===== src/rtl/pc_seq_pkg.sv =====
// Shared types and constants for the program-counter sequencer.
// Optional statistics counters are enabled with the PC_SEQ_STATS_EN macro.
package pc_seq_pkg;

   typedef enum logic [1:0] {
      RUN    = 2'd0,
      HOLD   = 2'd1,
      BUBBLE = 2'd2
   } pc_state_e;

   localparam int PC_STEP = 4;
   localparam int BUB_W   = 3;

endpackage


===== src/rtl/pc_seq_stats.sv =====
// Saturating 32-bit redirect and bubble-cycle counters for pc_sequencer.
// Only instantiated when PC_SEQ_STATS_EN is defined.
module pc_seq_stats (
   input  logic        clk,
   input  logic        rst_n,
   input  logic        redirect_inc,
   input  logic        bubble_inc,
   output logic [31:0] redirect_cnt,
   output logic [31:0] bubble_cnt
);

   always_ff @(posedge clk or negedge rst_n) begin
      if (!rst_n) begin
         redirect_cnt <= '0;
         bubble_cnt   <= '0;
      end else begin
         if (redirect_inc && (redirect_cnt != '1)) begin
            redirect_cnt <= redirect_cnt + 32'd1;
         end
         if (bubble_inc && (bubble_cnt != '1)) begin
            bubble_cnt <= bubble_cnt + 32'd1;
         end
      end
   end

endmodule


===== src/rtl/pc_sequencer.sv =====
// Program-counter sequencer: sequential fetch, EX-stage redirects, stall deferral and bubbles.
// Define PC_SEQ_STATS_EN to build the redirect/bubble statistics counters.
module pc_sequencer
   import pc_seq_pkg::*;
#(
   parameter int PC_W          = 9,
   parameter int BUBBLE_CYCLES = 1
) (
   input  logic            clk,
   input  logic            rst_n,
   input  logic            stall_i,
   input  logic            ex_valid_i,
   input  logic            pc_sel_i,
   input  logic [31:0]     br_pc_i,
   output logic [PC_W-1:0] pc_o,
   output logic            pc_valid_o,
   output logic            flush_o,
   output logic            misalign_o,
   output logic [31:0]     redirect_cnt_o,
   output logic [31:0]     bubble_cnt_o,
   output pc_state_e       state_o
);

   localparam logic [BUB_W-1:0] BUB_INIT = BUB_W'(BUBBLE_CYCLES);
   localparam logic [PC_W-1:0]  STEP     = PC_W'(PC_STEP);

   pc_state_e        state_q, state_d;
   logic [BUB_W-1:0] count_q, count_d;
   logic [PC_W-1:0]  pc_q, pc_d;
   logic [PC_W-1:0]  pend_q, pend_d;
   logic             misalign_q, misalign_d;
   logic             accept;
   logic             valid;
   logic [PC_W-1:0]  target;
   logic             unused_br_hi;

   // Word-aligned target; bits above PC_W only feed the lint sink below.
   assign target       = {br_pc_i[PC_W-1:2], 2'b00};
   assign unused_br_hi = ^br_pc_i;

   always_ff @(posedge clk or negedge rst_n) begin
      if (!rst_n) begin
         state_q    <= RUN;
         count_q    <= '0;
         pc_q       <= '0;
         pend_q     <= '0;
         misalign_q <= 1'b0;
      end else begin
         state_q    <= state_d;
         count_q    <= count_d;
         pc_q       <= pc_d;
         pend_q     <= pend_d;
         misalign_q <= misalign_d;
      end
   end

   always_comb begin
      state_d    = state_q;
      count_d    = count_q;
      pc_d       = pc_q;
      pend_d     = pend_q;
      accept     = 1'b0;
      valid      = 1'b0;
      misalign_d = 1'b0;

      case (state_q)
         RUN: begin
            valid = 1'b1;
            if (ex_valid_i && pc_sel_i) begin
               accept     = 1'b1;
               misalign_d = (br_pc_i[1:0] != 2'b00);
               if (stall_i) begin
                  pend_d  = target;
                  state_d = HOLD;
               end else begin
                  pc_d    = target;
                  state_d = (BUBBLE_CYCLES == 0) ? RUN : BUBBLE;
                  count_d = BUB_INIT;
               end
            end else if (!stall_i) begin
               pc_d = pc_q + STEP;
            end
         end

         HOLD: begin
            if (!stall_i) begin
               pc_d    = pend_q;
               state_d = (BUBBLE_CYCLES == 0) ? RUN : BUBBLE;
               count_d = BUB_INIT;
            end
         end

         BUBBLE: begin
            count_d = count_q - 1'b1;
            if (count_q <= BUB_W'(1)) begin
               state_d = RUN;
            end
         end

         default: begin
            state_d = RUN;
         end
      endcase
   end

   assign pc_o       = pc_q;
   assign pc_valid_o = valid;
   assign flush_o    = accept;
   assign misalign_o = misalign_q;
   assign state_o    = state_q;

   // The EX stage is expected to be frozen while a deferred redirect waits.
   redirect_in_hold: assert property (
      @(posedge clk) disable iff (!rst_n)
      !((state_q == HOLD) && ex_valid_i && pc_sel_i)
   );

`ifdef PC_SEQ_STATS_EN
   pc_seq_stats u_stats (
      .clk          (clk),
      .rst_n        (rst_n),
      .redirect_inc (accept),
      .bubble_inc   (!valid),
      .redirect_cnt (redirect_cnt_o),
      .bubble_cnt   (bubble_cnt_o)
   );
`else
   assign redirect_cnt_o = '0;
   assign bubble_cnt_o   = '0;
`endif

endmodule


===== config.mk =====
export PLATFORM = sky130hd
export DESIGN_NAME = pc_sequencer
export DESIGN_NICKNAME = d
export VERILOG_FILES = /design/src/rtl/pc_seq_pkg.sv /design/src/rtl/pc_seq_stats.sv /design/src/rtl/pc_sequencer.sv
export SDC_FILE = /design/constraint.sdc
export NUM_CORES = 1
export LEC_CHECK = 0
export ABC_AREA = 1
export BUFFER_PORTS_ARGS = -buffer_cell sky130_fd_sc_hd__buf_2
export CORE_ASPECT_RATIO = 1.4
export CORE_MARGIN = 8
export CORE_UTILIZATION = 42
export CTS_BUF_LIST = sky130_fd_sc_hd__clkbuf_16
export DETAILED_ROUTE_END_ITERATION = 7
export MAX_ROUTING_LAYER = met4
export PLACE_DENSITY = 0.8
export SYNTH_ARGS = -nofsm -noshare
export SYNTH_HDL_FRONTEND = slang
export SYNTH_HIERARCHICAL = 1
export SYNTH_SLANG_ARGS = --single-unit

===== constraint.sdc =====
create_clock -name clk -period 1.33 [get_ports clk]
set_input_delay 0.399 -clock clk [delete_from_list [all_inputs] [get_ports clk]]
set_output_delay 0.399 -clock clk [all_outputs]
set_load 0.02 [all_outputs]

## Word level (Yosys, flattened, before mapping)

Index checks and enable logic that the tools add are counted.

| cells by class | value |
|---|---|
| add/sub/neg operators | 2 |
| $lt $le $gt $ge | 1 |
| equal/unequal tests | 6 |
| muxes and demuxes | 18 |
| reduce and logical (&&, ||, !) cells | 9 |

Operators with widths:

| kind | number |
|---|---|
| 2-to-1 mux 9 bit | 4 |
| case mux 9 bit (2 select lines) | 1 |
| adder 9 x 3 -> 9 bit (second input constant) | 1 |
| case mux 3 bit (3 select lines) | 1 |
| AND reduction 3 bit | 3 |
| 2-to-1 mux 2 bit | 4 |
| inequality test 2 bit (second input constant) | 4 |
| 2-to-1 mux 3 bit | 2 |
| case mux 2 bit (3 select lines) | 1 |
| 2-to-1 mux 1 bit | 5 |
| nonzero test 2 bit | 2 |
| <= comparator 3 x 1 -> 1 bit (second input constant) | 1 |
| nonzero test 3 bit | 1 |
| subtractor 3 x 1 -> 3 bit (second input constant) | 1 |
| == test 2 x 1 -> 1 bit (second input constant) | 1 |
| == test 2 bit (second input constant) | 1 |
| logical NOT 2 bit | 1 |
| AND reduction 2 bit | 1 |
| logical AND 1 bit | 1 |

| storage, ports and cells | value |
|---|---|
| flip-flop bits (word level) | 22 |

## Logic depth before layout (Yosys ltp)

Gate-level depths: netlist of run 1.

| logic depth | value |
|---|---|
| depth in word-level cells | 4 |
| mapped depth | 9 |
| depth with buffers taken out | 9 |

## Worst setup path after synthesis of run 1

Ideal clock, no wire load.

| timing | value |
|---|---|
| path kind | reg2out |
| from | register state_q[0] (netlist: state_o[0]) |
| to | output port flush_o |
| data arrival time | 1218 ps |
| data required time | 931 ps |
| setup slack | -287 ps |
| cell stages (with the launch flop) | 5 |
| cell sequence | dfrtp_1 > buf_6 > nor2_4 > inv_2 > nor2_1 |

| between the ends | value |
|---|---|
| cells in the longest elaborated chain, start to end | 2 |

Ends and longest elaborated chain:

| what | RTL line | RTL |
|---|---|---|
| from (decl) | pc_sequencer.sv:27 | `pc_state_e state_q, state_d;` |
| from (signal assigned) | pc_sequencer.sv:49 | `state_q <= state_d;` |
| logical NOT 2 bit | pc_sequencer.sv:66 | `case (state_q)` |
| 2-to-1 mux 1 bit | pc_sequencer.sv:66 |  |
| to (decl) | pc_sequencer.sv:17 | `output logic flush_o,` |

Every way passes these cells.

## Final worst setup path of run 1

| timing | value |
|---|---|
| from | register state_q[1] (netlist: state_o[1]) |
| to | output port flush_o |

Same word-level chain as after synthesis.

==> summary.md, run 1 <==
| Metric | Value |
|---|---|
| Status | finished with violations |
| Violated checks | negative setup slack |
| Gpl congestion | 0.8632 |
| Clock power frac | 0.163 |
| Drt wl/cell | 12.63 µm |
| First-pass GRT wire length | 5740 µm |
| Largest net degree at the start of global routing | 21 |
| Post-synth EDFFs | 0 |
| HPWL reported at the end of detailed placement | 2959 µm |
| Synth unique cells | 28 |
| Post-CTS Hold Fix Bufs | 0 |
| Total Power | 0.003747 W |
| Top cell type's share of synthesized area | 0.3040 |
| Worst hold path type | in -> async |
| Area Overhead vs Synth | 12.08% |
| Critical path's top delay family | flip-flops |
| Combinational share of power | 0.542 |
| Pwr Density | 2030 mW/mm² |
| Period utilization | 1.113 |
| Worst clock skew | 0.002710 ns |
| Clock Sinks | 20 |
| Syn. warnings | 6 |
| PortBufs | 25 |
| Ant diodes | 0 |
| Setup crit end kind | output pin |
| Crit Path Max Fanout | 3 |
| Initial Utilization | 0.4276 |
| Share of cells above drive strength 1 | 0.2789 |
| CTS tree | built |
| Sw frac | 0.4438 |
| Worst slack at placement | 0.06939 ns |
| Area after DPL | 0.001594 mm² |
| Routed Antenna Nets | 0 |
| CTS Buf Count | 3 |
| Core footprint | 0.003851 mm² |
| Chip height | 90.09 µm |
| Flop pwr share | 0.296 |
| DRC viols | 0 |
| Final Cell Area | 0.001846 mm² |
| Die area | 0.006208 mm² |
| R2R cell count | 7 |
| Via count | 1279 |
| Sw power | 0.001663 W |
| Clock Root Buffer | clkbuf_16 |
| Final Hold Viols | 0 |
| Gr usage total | 0.1155 |
| Post-Route WL | 3714 µm |
| Syn Area/Cell | 7.767 µm² |
| Vias in the first global route | 1377 |
| Cell Chain, Critical Path | nor2_4, inv_2, nor2_4, buf_6 |
| LEAKAGE | 1.052 nW |
| Worst path arrival time | 1.08 ns |
| Max-cap check violation count | 0 |
| H-tree lvl count | 1 |
| Drt first pass iters | 4 |
| CP max stage delay | 0.41 ns |
| Synthesized instance count | 212 |
| Worst IR Drop VDD | 1.157 mV |
| Int Power | 0.002084 W |
| Mapped Area | 0.001647 mm² |
| IO Count | 115 |
| Row count | 27 |
| Synth Register Bits | 20 |
| Final setup vio count | 4 |
| Setup ws final | -0.1506 ns |
| Clock Latency Late Sink | 0.25 ns |
| Crit path time final | 1.481 ns |
| CP most frequent cell | nor2_4 |
| Pins over their slew limit | 0 |
| CP Depth | 4 |
| CP Data Required Time | 0.93 ns |
| Synth top area cells | dfrtp_1 30%, buf_4 30%, nand2_1 9.3%, inv_1 3.9%, nand3_1 3.0% |
| Bufs and invs on worst path | 2 |
| Fraction of registers with async set/reset | 1.000 |
| Initial antenna violation count | 0 |
| CP Launch Type | register |
| Primary FF master, synth | dfrtp_1 |
| Vias/cell | 4.350 |
| RSZ-0062 raised after global routing | yes |
| R2R Setup Slk | 0.02 ns |
| Worst-path clk slew | 0.05 ns |
| Fin nets | 292 |
| Cell taking the most area after synthesis | dfrtp_1 |
| Bufs on Longest Clock Path | 2 |
| Register area share after synthesis | 0.3040 |
| Maximum clock frequency | 675.4 MHz |
| Die Width | 68.92 µm |
| Congestion Overflow GR | 0 |
| Slowest library cell on the worst path | dfrtp_1 |
| Fillcell total | 383 |
| CP Class | reg -> out |
| 1st-iter DRT viols | 30 |
cells in the final DEF (no fill, tap or decap), types with 2 or more instances in the layout:
cell	netlist	layout
conb_1	1	66
nand2_1	41	39
buf_2	0	19
dfrtp_1	20	17
inv_1	17	15
nand3_1	10	10
buf_6	3	10
buf_4	66	10
nor2_1	8	7
o21ai_1	5	7
o21ai_0	8	6
inv_2	5	5
nor2_4	1	4
o22ai_1	4	4
a21oi_2	1	4
clkbuf_16	0	3
dfrtp_2	0	3
nand2_4	2	2
nand2_2	1	2
inv_4	0	2
a21oi_1	5	2
ha_1	3	2
worst reg2reg max path: stages (launching register included):
cell and delay [ns]:
dfrtp_1 0.41, buf_4 0.15, buf_6 0.12, inv_4 0.09, nand2_8 0.08, buf_4 0.14, o21ai_0 0.13, o21ai_1 0.09
cells in the mapped netlist (2+ instances only):
library cell,count
o21ai_1,5
a21oi_1,5
inv_2,5
nand3_1,10
nand2_4,2
buf_6,3
nor2_1,8
dfrtp_1,20
o22ai_1,4
nor2_2,2
inv_1,17
o21ai_0,8
buf_4,66
nand2_1,41
ha_1,3
flip-flops by register name, indices dropped and copies added (netlist names):
name	count
state_o	2
pend_q	7
misalign_o	1
count_q	3
pc_o	7
what timing repair did:
item,4_1_cts,5_1_grt
endpoints found under the setup margin,5,11
pin swaps,0,5
endpoints found under the hold margin,0,0
setup buffers,1,7
resized for setup,8,27
path summary, 6_finish.rpt:
kind | from | endpoint
worst max-delay path | state_o[1] | flush_o
worst min-delay path | rst_n | pend_q[7]
worst max register to register | state_o[1] | pc_o[2]
worst min register to register | pend_q[8] | pend_q[8]
max in group asynchronous | rst_n | state_o[0]
min in group clk | br_pc_i[0] | misalign_o
power by group through the flow:
| stage | clock (W) | combinational, W | sequential [W] |
|---|---|---|---|
| floorplan | 0 | 0.00120 | 0.00123 |
| finish | 0.000609 | 0.00203 | 0.00111 |
| global placement | 0 | 0.00162 | 0.00107 |
| CTS | 0.000614 | 0.00179 | 0.00108 |
| detailed placement | 0 | 0.00169 | 0.00109 |
| global route | 0.000642 | 0.00224 | 0.00114 |
per-layer routing:
layer  global-route usage  wire length, µm  up-vias
li1                     -                -      613
met1               0.1249             1397      588
met2               0.2035             1982       73
met3             0.009938              275        5
met4              0.04538               57        0
met5                    -                0        -
cell families after synthesis:
| logic type | after synthesis | share of synthesized area |
|---|---|---|
| and+or+nand+nor | 69 | 0.1968 |
| DFF | 20 | 0.3040 |
| buffers and inverters | 91 | 0.3716 |
| other | 1 | 0.002277 |
| AOI/OAI and AO/OA | 28 | 0.1026 |
| adders and majority gates | 3 | 0.02280 |
cell type report:
class                           instances  area, µm²  share of cell area
Clock buffer                            3      75.07             0.04068
Clock inverter                          1      3.754            0.002034
Inverter                               22      87.58             0.04746
Multi-Input combinational cell        166      838.3              0.4542
Sequential cell                        20      504.2              0.2732
Tap cell                               43      53.80             0.02915
Timing Repair Buffer                   39      282.8              0.1532
per-stage QoR:
step           hold slack (ns)    util   TNS, ns  std cells
2_1_floorplan           0.1034       -  -0.09538        277
3_3_place_gp            0.3670  0.4139         0        282
3_5_place_dp            0.3704  0.4139         0        282
4_1_cts                 0.1065  0.4425   -0.3607        287
5_1_grt                 0.1195  0.4792   -0.7490        294
6_report               0.09147  0.4792   -0.5095        294
Power figures use the tool's default switching activity.
==> run 2, diff against run 1 <==
--- a/config.mk
+++ b/config.mk
@@ -6,14 +6,15 @@
 export NUM_CORES = 1
 export LEC_CHECK = 0
 export ABC_AREA = 1
-export BUFFER_PORTS_ARGS = -buffer_cell sky130_fd_sc_hd__buf_2
 export CORE_ASPECT_RATIO = 1.4
 export CORE_MARGIN = 8
-export CORE_UTILIZATION = 42
+export CORE_UTILIZATION = 63
 export CTS_BUF_LIST = sky130_fd_sc_hd__clkbuf_16
+export CTS_CLUSTER_DIAMETER = 120
 export DETAILED_ROUTE_END_ITERATION = 7
+export DONT_BUFFER_PORTS = 1
 export MAX_ROUTING_LAYER = met4
-export PLACE_DENSITY = 0.8
+export PLACE_DENSITY = 0.77
 export SYNTH_ARGS = -nofsm -noshare
 export SYNTH_HDL_FRONTEND = slang
 export SYNTH_HIERARCHICAL = 1
==> run 2 against run 1 <==
Compared with the run above: combinational power fell by 13%; critical endpoint unchanged; the flow still finishes with violations (negative setup slack); cell area down 9.7%; wire length is 9.1% lower; sequential share of layout area is 2.9 points higher; first-iteration DRC count shrank 20%; critical path depth decreased by 1; clock-buffer cell count unchanged; critical path type unchanged; total power fell by 6.1%; clock power rose by 3%; largest power group unchanged.
==> summary.md, run 2 (synthesis gave the netlist of run 1 again) <==
| Metric | Value |
|---|---|
| Status | finished with violations (unchanged) |
| Violated checks | negative setup slack (unchanged) |
| Pwr Density | 2112 mW/mm² (was 2030 mW/mm²) |
| Slowest library cell on the worst path | dfrtp_2 (was dfrtp_1) |
| Worst Setup EP | flush_o (unchanged) |
| Row count | 22 (was 27) |
| Area Overhead vs Synth | 1.216% (was 12.08%) |
| Most frequent cells in the layout | 66 x conb_1, 41 x nand2_1, 17 x inv_1, 17 x dfrtp_1, 13 x buf_4 (was 66 x conb_1, 39 x nand2_1, 19 x buf_2) |
| Setup ws final | -0.1053 ns (was -0.1506 ns) |
| Commonest non-fill, non-tap cell in the layout | conb_1 (unchanged) |
| 1st-iter DRT viols | 24 (was 30) |
| Fin nets | 270 (was 292) |
| Vias/cell | 4.509 (was 4.350) |
| Drt first pass iters | 4 (unchanged) |
| Worst-path clk slew | 0.06 ns (was 0.05 ns) |
| R2R Setup Slk | 0.08 ns (was 0.02 ns) |
| Worst IR Drop VDD | 1.165 mV (was 1.157 mV) |
| RSZ-0062 raised after global routing | yes (unchanged) |
| Crit Path Max Fanout | 3 (unchanged) |
| HPWL reported at the end of detailed placement | 2698 µm (was 2959 µm) |
| LEAKAGE | 0.9700 nW (was 1.052 nW) |
| Crit path time final | 1.435 ns (was 1.481 ns) |
| Maximum clock frequency | 696.7 MHz (was 675.4 MHz) |
| Int Power | 0.001961 W (was 0.002084 W) |
| Sw power | 0.001559 W (was 0.001663 W) |
| Largest net degree at the start of global routing | 21 (unchanged) |
| Final cell count without fillers | 265 (was 294) |
| Bufs on Longest Clock Path | 2 (unchanged) |
| Worst hold path type | in -> reg (was in -> async) |
| Worst-Margin Slew | 0.8957 ns |
| Die area | 0.004529 mm² (was 0.006208 mm²) |
| Vias in the first global route | 1239 (was 1377) |
| Clock Root Buffer | clkbuf_16 (unchanged) |
| Hold path startpoint | br_pc_i[0] |
| Chip height | 76.49 µm (was 90.09 µm) |
| Clock power frac | 0.178 (was 0.163) |
| CP Class | reg -> out (unchanged) |
| Combinational share of power | 0.504 (was 0.542) |
| Post-Route WL | 3377 µm (was 3714 µm) |
| Slew Limit Headroom | 0.4028 |
| Worst clock skew | 0.005131 ns (was 0.002710 ns) |
| Area after DPL | 0.001490 mm² (was 0.001594 mm²) |
| R2r startpoint | state_o[1] (unchanged) |
| Gr usage total | 0.1541 (was 0.1155) |
| Flop pwr share | 0.318 (was 0.296) |
| Via count | 1195 (was 1279) |
| Cell Chain, Critical Path | nor2_4, inv_2, nor2_4 (was nor2_4, inv_2, nor2_4, buf_6) |
| Die Width | 59.21 µm (was 68.92 µm) |
| Gpl congestion | 0.8444 (was 0.8632) |
| Setup crit end kind | output pin (unchanged) |
| CP Launch Type | register (unchanged) |
| Core footprint | 0.002560 mm² (was 0.003851 mm²) |
| Sw frac | 0.4429 (was 0.4438) |
| Congestion Overflow GR | 0 (unchanged) |
| IO Count | 115 (unchanged) |
| PortBufs | 0 (was 25) |
| Initial antenna violation count | 0 (unchanged) |
| Worst path arrival time | 1.04 ns (was 1.08 ns) |
| RR Endpoint | pc_o[8] (was pc_o[2]) |
| Ant diodes | 0 (unchanged) |
| Pins over their slew limit | 0 (unchanged) |
| Total Power | 0.003520 W (was 0.003747 W) |
| Final Cell Area | 0.001667 mm² (was 0.001846 mm²) |
| Initial Utilization | 0.6432 (was 0.4276) |
| Fillcell total | 240 (was 383) |
| CP max stage delay | 0.42 ns (was 0.41 ns) |
| Final Hold Viols | 0 (unchanged) |
| CP Data Required Time | 0.93 ns (about the same) |
| CTS Buf Count | 3 (unchanged) |
| CP most frequent cell | nor2_4 (unchanged) |
| H-tree lvl count | 1 (unchanged) |
| Drt wl/cell | 12.74 µm (was 12.63 µm) |
| Share of cells above drive strength 1 | 0.1703 (was 0.2789) |
| Placed insts | 254 (was 282) |
| Max-cap check violation count | 0 (unchanged) |
| R2R cell count | 5 (was 7) |
| Clock Latency Late Sink | 0.26 ns (was 0.25 ns) |
| DRC viols | 0 (unchanged) |
| Clock Sinks | 20 (unchanged) |
| CTS tree | built (unchanged) |
| First-pass GRT wire length | 5513 µm (was 5740 µm) |
| Critical Path Source | state_o[1] (unchanged) |
| Routed Antenna Nets | 0 (unchanged) |
| Final setup vio count | 4 (unchanged) |
| Period utilization | 1.079 (was 1.113) |
[run 2: changes by cell type in the layout (fill, tap and decap cells not counted), sizes merged]
cell,previous run,this run
dlymetal6s4s,0,1
buf,39,16
[run 2: layout make-up]
type	instances	area, µm²	share of cell area
timing repair buffer	17	147.6	0.08859
clock buffer	3	75.07	0.04505
tap	36	45.04	0.02703
multi-input combinational	166	808.3	0.4850
inverter	22	82.58	0.04955
clock inverter	1	3.754	0.002252
sequential	20	504.2	0.3026
[run 2: worst max-delay path, delay by kind of cell (launching register included)]
kind	cells	cell delay (ns)
buf+inv	1	0.06
flops	1	0.42
simple gates	2	0.30
[run 2: what timing repair did]
action	in CTS	in global routing
gates resized for setup	3	9
pin swaps	2	2
hold buffers	1	0
endpoints found under the setup margin	2	31
setup buffers	4	2
endpoints found under the hold margin	20	0
[run 2: worst min-delay path by stage]
stage	end	slack, ns	depth (start not counted)
floorplan	count_q[0]	0.10	0
global placement	pc_o[5]	0.10	0
detailed placement	pc_o[7]	0.10	0
CTS	misalign_o	0.26	1
global route	misalign_o	0.27	1
finish	misalign_o	0.26	1
[run 2: power groups by stage]
| stage | clock network [W] | registers, W | logic (W) |
|---|---|---|---|
| 6_report | 0.000627 | 0.00112 | 0.00177 |
| 5_1_grt | 0.000657 | 0.00116 | 0.00198 |
| 3_3_place_gp | 0 | 0.00112 | 0.00150 |
| 2_1_floorplan | 0 | 0.00123 | 0.00120 |
| 4_1_cts | 0.000636 | 0.00112 | 0.00167 |
| 3_5_place_dp | 0 | 0.00114 | 0.00154 |
[run 2: through the flow]
stage	setup slack, ns	util	setup TNS (ns)	hold slack, ns
after global routing	-0.1387	0.6510	-0.2895	0.2704
after global placement	0.07938	0.5821	0	0.1039
after CTS	-0.1215	0.6320	-0.4035	0.2643
final	-0.1053	0.6510	-0.2063	0.2643
after detailed placement	0.08122	0.5821	0	0.1040
after floorplan	-0.09538	-	-0.09538	0.1034
[run 2: routing by layer]
| layer | up-vias | global-route usage | routed length, µm |
|---|---|---|---|
| met1 | 561 | 0.1615 | 1251 |
| met2 | 60 | 0.2592 | 1733 |
| met3 | 5 | 0.03547 | 329 |
| li1 | 569 | - | - |
| met5 | - | - | 0 |
| met4 | 0 | 0.07212 | 62 |
==> run 3, diff against run 2 <==
--- a/config.mk
+++ b/config.mk
@@ -14,7 +14,7 @@
 export DETAILED_ROUTE_END_ITERATION = 7
 export DONT_BUFFER_PORTS = 1
 export MAX_ROUTING_LAYER = met4
-export PLACE_DENSITY = 0.77
+export PLACE_DENSITY = 0.79
 export SYNTH_ARGS = -nofsm -noshare
 export SYNTH_HDL_FRONTEND = slang
 export SYNTH_HIERARCHICAL = 1
==> run 3 against run 2 <==
Compared with the run above: the run still ends with negative setup slack left; sequential power is essentially flat; sequential share of layout area is essentially flat; clock-buffer cell count is the same; wire length grew 4.1%; critical path type unchanged; largest cell class unchanged; largest power group unchanged.
==> summary.md, run 3 (synthesis gave the netlist of run 1 again) <==
| Metric | Value |
|---|---|
| Setup ws final | -0.09142 ns (was -0.1053 ns) |
| Int Power | 0.001953 W (was 0.001961 W) |
| Die Width | 59.21 µm (unchanged) |
| CTS Buf Count | 3 (unchanged) |
| Worst Setup EP | flush_o (unchanged) |
| CP Launch Type | register (unchanged) |
| Share of cells above drive strength 1 | 0.1747 (was 0.1703) |
| Chip height | 76.49 µm (unchanged) |
| Drt first pass iters | 4 (unchanged) |
| IO Count | 115 (unchanged) |
| CP most frequent cell | nor2_4 (unchanged) |
| Worst clock skew | 0.003799 ns (was 0.005131 ns) |
| R2r startpoint | state_o[1] (unchanged) |
| Max-cap check violation count | 0 (unchanged) |
| Core footprint | 0.002560 mm² (unchanged) |
| Multi-input gate area | 810.8 µm² (was 808.3 µm²) |
| Bufs on Longest Clock Path | 2 (unchanged) |
| DRC viols | 0 (unchanged) |
| CP Data Required Time | 0.93 ns (about the same) |
| 1st-iter DRT viols | 33 (was 24) |
| Crit Path Max Fanout | 3 (unchanged) |
| Worst slack at placement | 0.07343 ns (was 0.08122 ns) |
| R2R Setup Slk | 0.09 ns (was 0.08 ns) |
| Status | finished with violations (unchanged) |
| Final cell count without fillers | 265 (unchanged) |
| Worst hold path type | in -> reg (unchanged) |
| Ant diodes | 0 (unchanged) |
| Vias in the first global route | 1234 (was 1239) |
| Vias/cell | 4.562 (was 4.509) |
| Fillcell total | 229 (was 240) |
| Setup crit end kind | output pin (unchanged) |
| Area Overhead vs Synth | 1.140% (was 1.216%) |
| RR Endpoint | state_o[1] (was pc_o[8]) |
| Critical Path Source | state_o[1] (unchanged) |
| Maximum clock frequency | 703.5 MHz (was 696.7 MHz) |
| Routed Antenna Nets | 0 (unchanged) |
| Worst-Margin Slew | 0.9037 ns (was 0.8957 ns) |
| Via count | 1209 (was 1195) |
| Initial Utilization | 0.6432 (unchanged) |
| Total Power | 0.003539 W (was 0.003520 W) |
| Row count | 22 (unchanged) |
| LEAKAGE | 0.9705 nW (was 0.9700 nW) |
| Violated checks | negative setup slack (unchanged) |
| H-tree lvl count | 1 (unchanged) |
| Worst path arrival time | 1.02 ns (was 1.04 ns) |
| Cell Chain, Critical Path | nor2_4, inv_2, nor2_4 (unchanged) |
| Initial antenna violation count | 0 (unchanged) |
| Commonest non-fill, non-tap cell in the layout | conb_1 (unchanged) |
| First-pass GRT wire length | 5409 µm (was 5513 µm) |
| Clock Sinks | 20 (unchanged) |
| Fin Setup TNS | -0.1899 ns (was -0.2063 ns) |
| Most frequent cells in the layout | 66 x conb_1, 41 x nand2_1, 18 x inv_1 (was 66 x conb_1, 41 x nand2_1, 17 x inv_1, 17 x dfrtp_1, 13 x buf_4) |
| Clock power frac | 0.177 (was 0.178) |
| Largest net degree at the start of global routing | 21 (unchanged) |
| RSZ-0062 raised after global routing | yes (unchanged) |
| Pwr Density | 2125 mW/mm² (was 2112 mW/mm²) |
| Final setup vio count | 4 (unchanged) |
| Placed insts | 254 (unchanged) |
| CTS tree | built (unchanged) |
| Congestion Overflow GR | 0 (unchanged) |
| Slowest library cell on the worst path | dfrtp_2 (unchanged) |
| Gr usage total | 0.1504 (was 0.1541) |
| Sw power | 0.001586 W (was 0.001559 W) |
| Clock Latency Late Sink | 0.25 ns (was 0.26 ns) |
| Period utilization | 1.069 (was 1.079) |
| Flop pwr share | 0.320 (was 0.318) |
| Die area | 0.004529 mm² (unchanged) |
| PortBufs | 0 (unchanged) |
| Combinational share of power | 0.504 (about the same) |
| Slew Limit Headroom | 0.3975 (was 0.4028) |
| Fin nets | 270 (unchanged) |
| Drt wl/cell | 13.27 µm (was 12.74 µm) |
| CP max stage delay | 0.42 ns (about the same) |
| Crit path time final | 1.421 ns (was 1.435 ns) |
| Gpl congestion | 0.8392 (was 0.8444) |
| Hold WS | 0.2694 ns (was 0.2643 ns) |
| Worst IR Drop VDD | 1.658 mV (was 1.165 mV) |
| Sw frac | 0.4480 (was 0.4429) |
| Area occupied by registers | 504.2 µm² (unchanged) |
| Worst-path clk slew | 0.05 ns (was 0.06 ns) |
| Clock Root Buffer | clkbuf_16 (unchanged) |
| Worst Hold Depth | 1 (unchanged) |
| Post-Route WL | 3516 µm (was 3377 µm) |
| Final Hold Viols | 0 (unchanged) |
| CP Class | reg -> out (unchanged) |
| R2R cell count | 6 (was 5) |
| HPWL reported at the end of detailed placement | 2710 µm (was 2698 µm) |
| Pins over their slew limit | 0 (unchanged) |
-- run 3: worst min-delay path by stage --
| stage | start | endpoint |
|---|---|---|
| after global placement | rst_n | pc_o[5] |
| after floorplan | rst_n | count_q[0] |
| final | br_pc_i[0] | misalign_o |
| after global routing | br_pc_i[0] | misalign_o |
| after detailed placement | rst_n | pc_o[7] |
| after CTS | br_pc_i[0] | misalign_o |
-- run 3: worst max-delay path, delay by kind of cell, from the launching register on --
| family | cells | cell delay [ns] |
|---|---|---|
| buffers and inverters | 1 | 0.06 |
| DFF | 1 | 0.42 |
| and+or+nand+nor | 2 | 0.29 |
-- run 3: power groups by stage --
stage               Combinational, W  Clock, W  Sequential (W)
detailed placement           0.00155         0         0.00114
global route                 0.00198  0.000649         0.00116
finish                       0.00178  0.000625         0.00113
global placement             0.00150         0         0.00112
floorplan                    0.00120         0         0.00123
CTS                          0.00167  0.000623         0.00112
-- run 3: layout make-up --
type	count	share of cell area
multi-input cells	166	0.4869
flip-flops and latches	20	0.3028
repair buffers	17	0.08640
inverters	22	0.04959
clock buffers	3	0.04508
well taps	36	0.02705
clock inverters	1	0.002254
-- run 3: what timing repair did --
action	CTS	global route
pin swaps	2	3
hold endpoints to repair	20	0
endpoints found under the setup margin	2	32
setup buffers	4	2
hold buffers	1	0
resized for setup	2	9
-- run 3: through the flow --
| step | instance area [µm²] | utilization |
|---|---|---|
| after floorplan | 1899 | - |
| after global placement | 1490 | 0.5821 |
| after detailed placement | 1490 | 0.5821 |
| after CTS | 1614 | 0.6305 |
| after global routing | 1665 | 0.6505 |
| final | 1665 | 0.6505 |
-- run 3: metal layers --
layer / vias to the layer above / wire length (µm) / global-route usage
met4: 0 / 48 / 0.05769
met2: 68 / 1814 / 0.2625
met3: 5 / 335 / 0.03209
li1: 569 / - / -
met5: - / 0 / -
met1: 567 / 1317 / 0.1558
